### src/rtl/uart_pkg.sv
// Shared UART definitions: frame state machine and parity encodings,
// used by both the transmitter and the receiver.
package uart_pkg;

  typedef enum logic [2:0] {
    ST_IDLE   = 3'd0,
    ST_START  = 3'd1,
    ST_DATA   = 3'd2,
    ST_PARITY = 3'd3,
    ST_STOP   = 3'd4
  } uart_state_e;

  localparam int PARITY_NONE = 0;
  localparam int PARITY_ODD  = 1;
  localparam int PARITY_EVEN = 2;

  // data_xor is the XOR of all data bits; odd parity transmits its inverse.
  function automatic logic parity_bit(input logic data_xor, input int parity);
    return (parity == PARITY_ODD) ? ~data_xor : data_xor;
  endfunction

endpackage

### src/rtl/bclk_tick.sv
// Rising-edge detector for the baud-rate bit clock: one single-cycle tick
// per bit time, synchronous to clk.
module bclk_tick (
  input  logic clk,
  input  logic reset,
  input  logic bclk,
  output logic tick
);

  logic bclk_q;

  // Reset still tracks bclk so a high bclk at release does not look like an edge.
  always_ff @(posedge clk) begin
    if (reset) begin
      bclk_q <= bclk;
    end else begin
      bclk_q <= bclk;
    end
  end

  assign tick = bclk & ~bclk_q;

endmodule

### src/rtl/uart_tx.sv
// UART transmitter: one-entry holding register feeding a start/data/parity/stop
// frame shifter, advanced one bit per bclk tick.
module uart_tx #(
  parameter int DATA_BITS = 8,
  parameter int PARITY    = 0,
  parameter int STOP_BITS = 1
) (
  input  logic                 clk,
  input  logic                 reset,
  input  logic                 bclk,
  input  logic [DATA_BITS-1:0] tx_data,
  input  logic                 tx_valid,
  output logic                 tx_ready,
  output logic                 tx,
  output logic                 busy
);

  import uart_pkg::*;

  localparam int CNT_W = $clog2(DATA_BITS + 1);
  localparam logic [CNT_W-1:0] CNT_ONE  = CNT_W'(1);
  localparam logic [CNT_W-1:0] CNT_DATA = CNT_W'(DATA_BITS);
  localparam logic [CNT_W-1:0] CNT_STOP = CNT_W'(STOP_BITS);

  if (DATA_BITS < 5 || DATA_BITS > 9) begin : g_bad_data_bits
    $fatal(1, "uart_tx: DATA_BITS must be in 5..9");
  end
  if (PARITY < PARITY_NONE || PARITY > PARITY_EVEN) begin : g_bad_parity
    $fatal(1, "uart_tx: PARITY must be 0 (none), 1 (odd) or 2 (even)");
  end
  if (STOP_BITS < 1 || STOP_BITS > 2) begin : g_bad_stop_bits
    $fatal(1, "uart_tx: STOP_BITS must be 1 or 2");
  end

  uart_state_e            state;
  logic                   tick;
  logic                   hold_full;
  logic [DATA_BITS-1:0]   hold_data;
  logic [DATA_BITS-1:0]   shift_q;
  logic                   par_q;
  logic [CNT_W-1:0]       bit_cnt;
  logic                   load;

  bclk_tick u_bclk_tick (
    .clk   (clk),
    .reset (reset),
    .bclk  (bclk),
    .tick  (tick)
  );

  // Holding register drains into the shifter from IDLE or at the end of the
  // last stop bit; both paths share this single load strobe.
  always_comb begin
    load = 1'b0;
    if (tick && hold_full) begin
      load = (state == ST_IDLE) || (state == ST_STOP && bit_cnt == CNT_STOP);
    end
  end

  always_ff @(posedge clk) begin
    if (reset) begin
      state     <= ST_IDLE;
      tx        <= 1'b1;
      hold_full <= 1'b0;
      bit_cnt   <= '0;
    end else begin
      if (load) begin
        shift_q   <= hold_data;
        par_q     <= parity_bit(^hold_data, PARITY);
        hold_full <= 1'b0;
      end else if (tx_valid && !hold_full) begin
        hold_data <= tx_data;
        hold_full <= 1'b1;
      end

      if (tick) begin
        unique case (state)
          ST_IDLE: begin
            if (hold_full) begin
              state   <= ST_START;
              tx      <= 1'b0;
              bit_cnt <= '0;
            end
          end
          ST_START: begin
            state   <= ST_DATA;
            tx      <= shift_q[0];
            shift_q <= shift_q >> 1;
            bit_cnt <= CNT_ONE;
          end
          ST_DATA: begin
            if (bit_cnt == CNT_DATA) begin
              if (PARITY != PARITY_NONE) begin
                state <= ST_PARITY;
                tx    <= par_q;
              end else begin
                state   <= ST_STOP;
                tx      <= 1'b1;
                bit_cnt <= CNT_ONE;
              end
            end else begin
              tx      <= shift_q[0];
              shift_q <= shift_q >> 1;
              bit_cnt <= bit_cnt + CNT_ONE;
            end
          end
          ST_PARITY: begin
            state   <= ST_STOP;
            tx      <= 1'b1;
            bit_cnt <= CNT_ONE;
          end
          ST_STOP: begin
            if (bit_cnt == CNT_STOP) begin
              state   <= hold_full ? ST_START : ST_IDLE;
              tx      <= ~hold_full;
              bit_cnt <= '0;
            end else begin
              bit_cnt <= bit_cnt + CNT_ONE;
            end
          end
          default: begin
            state <= ST_IDLE;
            tx    <= 1'b1;
          end
        endcase
      end
    end
  end

  assign tx_ready = ~hold_full;
  assign busy     = (state != ST_IDLE) | hold_full;

endmodule

### config.mk
export PLATFORM = sky130hd
export DESIGN_NAME = uart_tx
export DESIGN_NICKNAME = d
export VERILOG_FILES = /design/src/rtl/uart_pkg.sv /design/src/rtl/bclk_tick.sv /design/src/rtl/uart_tx.sv
export SDC_FILE = /design/constraint.sdc
export NUM_CORES = 1
export LEC_CHECK = 0
export ABC_AREA = 1
export BUFFER_PORTS_ARGS = -buffer_cell sky130_fd_sc_hd__buf_2
export CAP_MARGIN = 10
export CORE_MARGIN = 2
export CORE_UTILIZATION = 60
export CTS_CLUSTER_SIZE = 30
export DETAILED_ROUTE_END_ITERATION = 6
export MAX_ROUTING_LAYER = met4
export PLACE_DENSITY = 0.86
export SLEW_MARGIN = 10
export SYNTH_ARGS = -nofsm -noshare
export SYNTH_HDL_FRONTEND = slang
export SYNTH_SLANG_ARGS = --single-unit
### constraint.sdc
create_clock -name clk -period 3.9 [get_ports clk]
set_clock_uncertainty 0.1 [all_clocks]
set_input_delay 1.17 -clock clk [delete_from_list [all_inputs] [get_ports clk]]
set_output_delay 1.17 -clock clk [all_outputs]
set_load 0.03 [all_outputs]
Word-level counts from Yosys, hierarchy flattened
Cells that the tools add are included.
Storage, ports and cells
  bits in registers: 26
Operators by class
  add/sub/neg operators: 1
  equality and inequality tests: 9
  multiplexer cells: 18
  bitwise operators: 6
  reductions and logical operators: 14
Operators by type and width (number)
  two-way mux 8 bit: 3
  one-hot mux 4 bit (4 select lines): 1
  one-hot mux 8 bit (2 select lines): 1
  one-hot mux 3 bit (5 select lines): 1
  two-way mux 4 bit: 3
  two-way mux 3 bit: 3
  AND reduction 3 bit: 3
  equality test 3 x 2 -> 1 bit, second input constant: 2
  two-way mux 1 bit: 5
  adder 4 x 1 -> 4 bit, second input constant: 1
  equality test 4 x 1 -> 1 bit, second input constant: 1
  equality test 4 bit, second input constant: 1
  inequality test 2 bit, second input constant: 2
  NOT 1 bit: 4
  one-hot mux 1 bit (4 select lines): 1
  AND reduction 4 bit: 1
  nonzero test 4 bit: 1
  OR reduction 2 bit: 2
  equality test 3 x 1 -> 1 bit, second input constant: 1
  equality test 3 bit, second input constant: 1
  logical AND 1 bit: 3
  zero test 3 bit: 1
  nonzero test 3 bit: 1
  inequality test 2 x 1 -> 1 bit, second input constant: 1
  4 further kinds: 4

Logic depth before layout (Yosys ltp)
  depth after elaboration: 8
  mapped depth: 9
  gate-level depth less buffers: 9

Cells and area by module
A second synthesis with hierarchy kept.
Second synthesis, totals
  cell total of the unflattened synthesis: 175
  area, all modules: 1382.6 um2
Modules (own cells, without submodules)
  uart_tx: instances 1, cells an instance 172, area an instance 1352.5 um2, seq. area each 660.6 um2
  bclk_tick: instances 1, cells an instance 3, area an instance 30.0 um2, seq. area each 20.0 um2

Least setup slack after synthesis
Ideal clock, no wire load.
  path kind: input -> register
  from: in bclk
  to: reg hold_data[0], enable pin
  arrival: 2.214 ns
  setup slack: 1.203 ns
  stages on the path: 7
  buffers on the path: 0
  path through: inv_1 > nor2_4 > nand2_1 > nor2_4 > nand2_4 > nand2_1 > nor3_1
Between the ends
  longest elaborated chain between the ends: 5
Ends and longest elaborated chain
  from (decl): line uart_tx.sv:10  | input logic bclk,
  AND 1 bit: line bclk_tick.sv:21  | assign tick = bclk & ~bclk_q;
  logical AND 1 bit: line uart_tx.sv:55  | if (tick && hold_full) begin
  two-way mux 1 bit: line uart_tx.sv:55
  NOT 1 bit (no source line)
  AND reduction 3 bit (no source line)
  to (signal assigned): line uart_tx.sv:72  | hold_data <= tx_data;
  to (decl): line uart_tx.sv:38  | logic [DATA_BITS-1:0] hold_data;
No other way between the ends.
A chain may end at the register's enable or synchronous reset.

Worst setup path after layout
  from: in bclk
  to: reg hold_data[6], enable pin
The elaborated chain is that of the path after synthesis.

==> summary.txt <==
Clock Latency Late Sink -> 320 ps
Worst Setup Start Kind -> primary input
cell taking the most area after synthesis -> edfxtp_1
Worst Path Max Fanout -> 13
clk buf depth -> 2
Slew headroom -> 33.56%
placed cell area -> 1508 um2
Post-route DRC -> 0
die width -> 52.50 um
first-pass GRT wire length -> 4609 um
total CTS buffers -> 3
Total Routing Usage GR -> 23.53%
# hold bufs at CTS -> 0
Seq. cell area -> 680.7 um2
CP Capture Type -> register
critical path type -> primary input to register
row count -> 17
Worst Setup SP -> bclk
unique cell type count in the Yosys netlist -> 22
hold_sp -> tx$_SDFFE_PP1P_
status -> completed
CTS tree -> done
WHS -> 378.8 ps
Total Wirelength -> 2636 um
crit-path leading delay family -> simple AND/OR/NAND/NOR gates
Final Hold Viols -> 0
ANT nets after route -> 0
worst hold path type -> register to register
setup_tns -> 0 ps
Core ar. -> 2212 um2
area share of the largest cell type after synthesis -> 34.04%
total number of vias -> 1153
Pleak -> 0.7485 nW
final setup margin -> 1192 ps
Post-Syn Nets -> 190
Post-Syn Area per Cell -> 8.065 um2
largest net degree at the start of global routing -> 16
Syn Inst Count -> 175
Port Buffers -> 14
Iter 0 DRT Violations -> 26
RSZ-0062 raised after global routing -> no
share of cells above drive strength 1 -> 18.23%
sw power -> 0.1757 mW
Max IR drop VDD -> 0.0002909 V
GRT overflow -> 0
CP bufs+invs -> 2
fillcell total -> 178
worst r2r src -> bit_cnt[1]$_SDFFE_PP0P_
final critical-path share of the clock period -> 69.45%
YS warnings -> 0
Final HPWL DP -> 2022 um
Die Ht -> 52.50 um
Data arrival, critical path -> 2580 ps
max-cap violations -> 0
Comb power frac -> 18.6%
Slew Viols, Final -> 0
# setup viols final -> 0
Pwr Total -> 0.6339 mW
Power Dens Cells -> 406.3 nW/um2
Layout Nets -> 208
Post-CTS Setup Repair Bufs -> 0
total clock sinks -> 26
leading post-synthesis cells by cell area -> edfxtp_1 34%, dfxtp_1 14%, nand2_1 12%
area delta synth->final -> 10.55%
Initial Util -> 63.80%
H-tree levels -> 1
initial antenna violation count -> 0
Die ar. -> 2756 um2
sequential share of the synthesized area -> 48.23%
commonest cells after routing, fill and taps aside -> 46 x nand2_1, 23 x nand3_1, 22 x inv_1, 21 x nor2_1, 16 x edfxtp_1
Setup Slack @ Placement -> 784.1 ps
Sw Ratio -> 27.71%
Root Driver -> clkbuf_4
drt wl/cell -> 11.98 um
area of the multi-input gates -> 618.1 um2
post-route design area -> 1560 um2
routability cong. -> 0.9367
critical path, cell by cell -> buf_2, inv_1, nor2_4, nand2_1, nor2_4, nand2_4, nand2_1, nor3_1
Flop pwr share -> 52.1%
Via density -> 5.241
worst path required time -> 3770 ps
Pint -> 0.4582 mW
Pre-Repair DR Iteration Count -> 5
min Tclk post-route -> 2708 ps
Worst Tran Pin Value -> 988.9 ps
clock share of power -> 29.3%
cell area after synthesis -> 1411 um2
n_diodes -> 0
post-CTS sizing -> 0
number of global-route vias before repair -> 1114
slowest CP cell -> nor3_1
commonest non-fill, non-tap cell in the layout -> nand2_1
Yosys reg bits -> 26
Clock Pin Slew Worst Setup and Hold Paths -> 140 ps
Highest Clock Rate -> 369.2 MHz
Top Ports -> 15
crit-path max cell delay -> 760 ps
sequential cells by signal (all words and copies together) (netlist names):
signal and cells:
state 3, tx 1, u_bclk_tick.bclk_q 1, hold_data 8
bit_cnt 4, hold_full 1, shift_q 8
synthesized netlist by cell type, drive strengths merged:
| cell type | number |
|---|---|
| buf | 2 |
| nand2 | 54 |
| nor3 | 1 |
| a21oi | 3 |
| inv | 25 |
| o21ai | 3 |
| ha | 3 |
| dfxtp | 10 |
| nand3b | 7 |
| nor2 | 24 |
| nand4 | 2 |
| nand3 | 25 |
| edfxtp | 16 |
cell type report:
class | count | area share (%)
Sequential cell | 26 | 43.62
Multi-Input combinational cell | 122 | 39.61
Inverter | 25 | 6.175
Timing Repair Buffer | 15 | 4.972
Tap cell | 28 | 2.245
Clock inverter | 1 | 1.925
Clock buffer | 3 | 1.443
metal layers:
layer	up-vias	part of all wire [%]	global-route usage [%]
li1	596	-	-
met1	514	45	29.93
met2	39	50	37.08
met3	4	4.9	4.000
met4	0	1.0	10.26
met5	-	0	-
worst min-delay path, delay by kind of cell, from the launching register on:
family | cells | cell delay (ps)
AO/OA/AOI/OAI | 1 | 60
flip-flops | 1 | 350
AND/OR/NAND/NOR | 1 | 50
worst paths after layout:
path	to	slack [ps]	depth (start not counted)
worst max-delay path	hold_data[6]$_DFFE_PP_	1190	8
worst min-delay path	tx$_SDFFE_PP1P_	380	2
worst max register to register	hold_data[6]$_DFFE_PP_	1470	7
worst min register to register	tx$_SDFFE_PP1P_	380	2
through the flow:
stage / cells / util (%)
final: 220 / 70.53
after global routing: 220 / 70.53
after CTS: 220 / 70.53
after detailed placement: 216 / 68.16
after global placement: 216 / 68.16
after floorplan: 175 / -
cells by family (layout without fill, tap and decap cells):
kind of cell | Yosys count | count (layout) | synth area share [%]
compound gates | 6 | 6 | 2.127
fa+ha+maj | 3 | 3 | 2.660
buf+inv | 27 | 44 | 7.979
flops | 26 | 26 | 48.23
simple gates | 113 | 113 | 39.01
power by group through the flow:
stage               Combinational, mW  Sequential, mW  Clock (mW)
CTS                             0.118           0.330       0.189
global route                    0.136           0.332       0.200
global placement                0.113           0.335           0
detailed placement              0.117           0.336           0
finish                          0.118           0.330       0.186
floorplan                      0.0924           0.331           0
No activity file was read; power rests on OpenSTA's default activity.
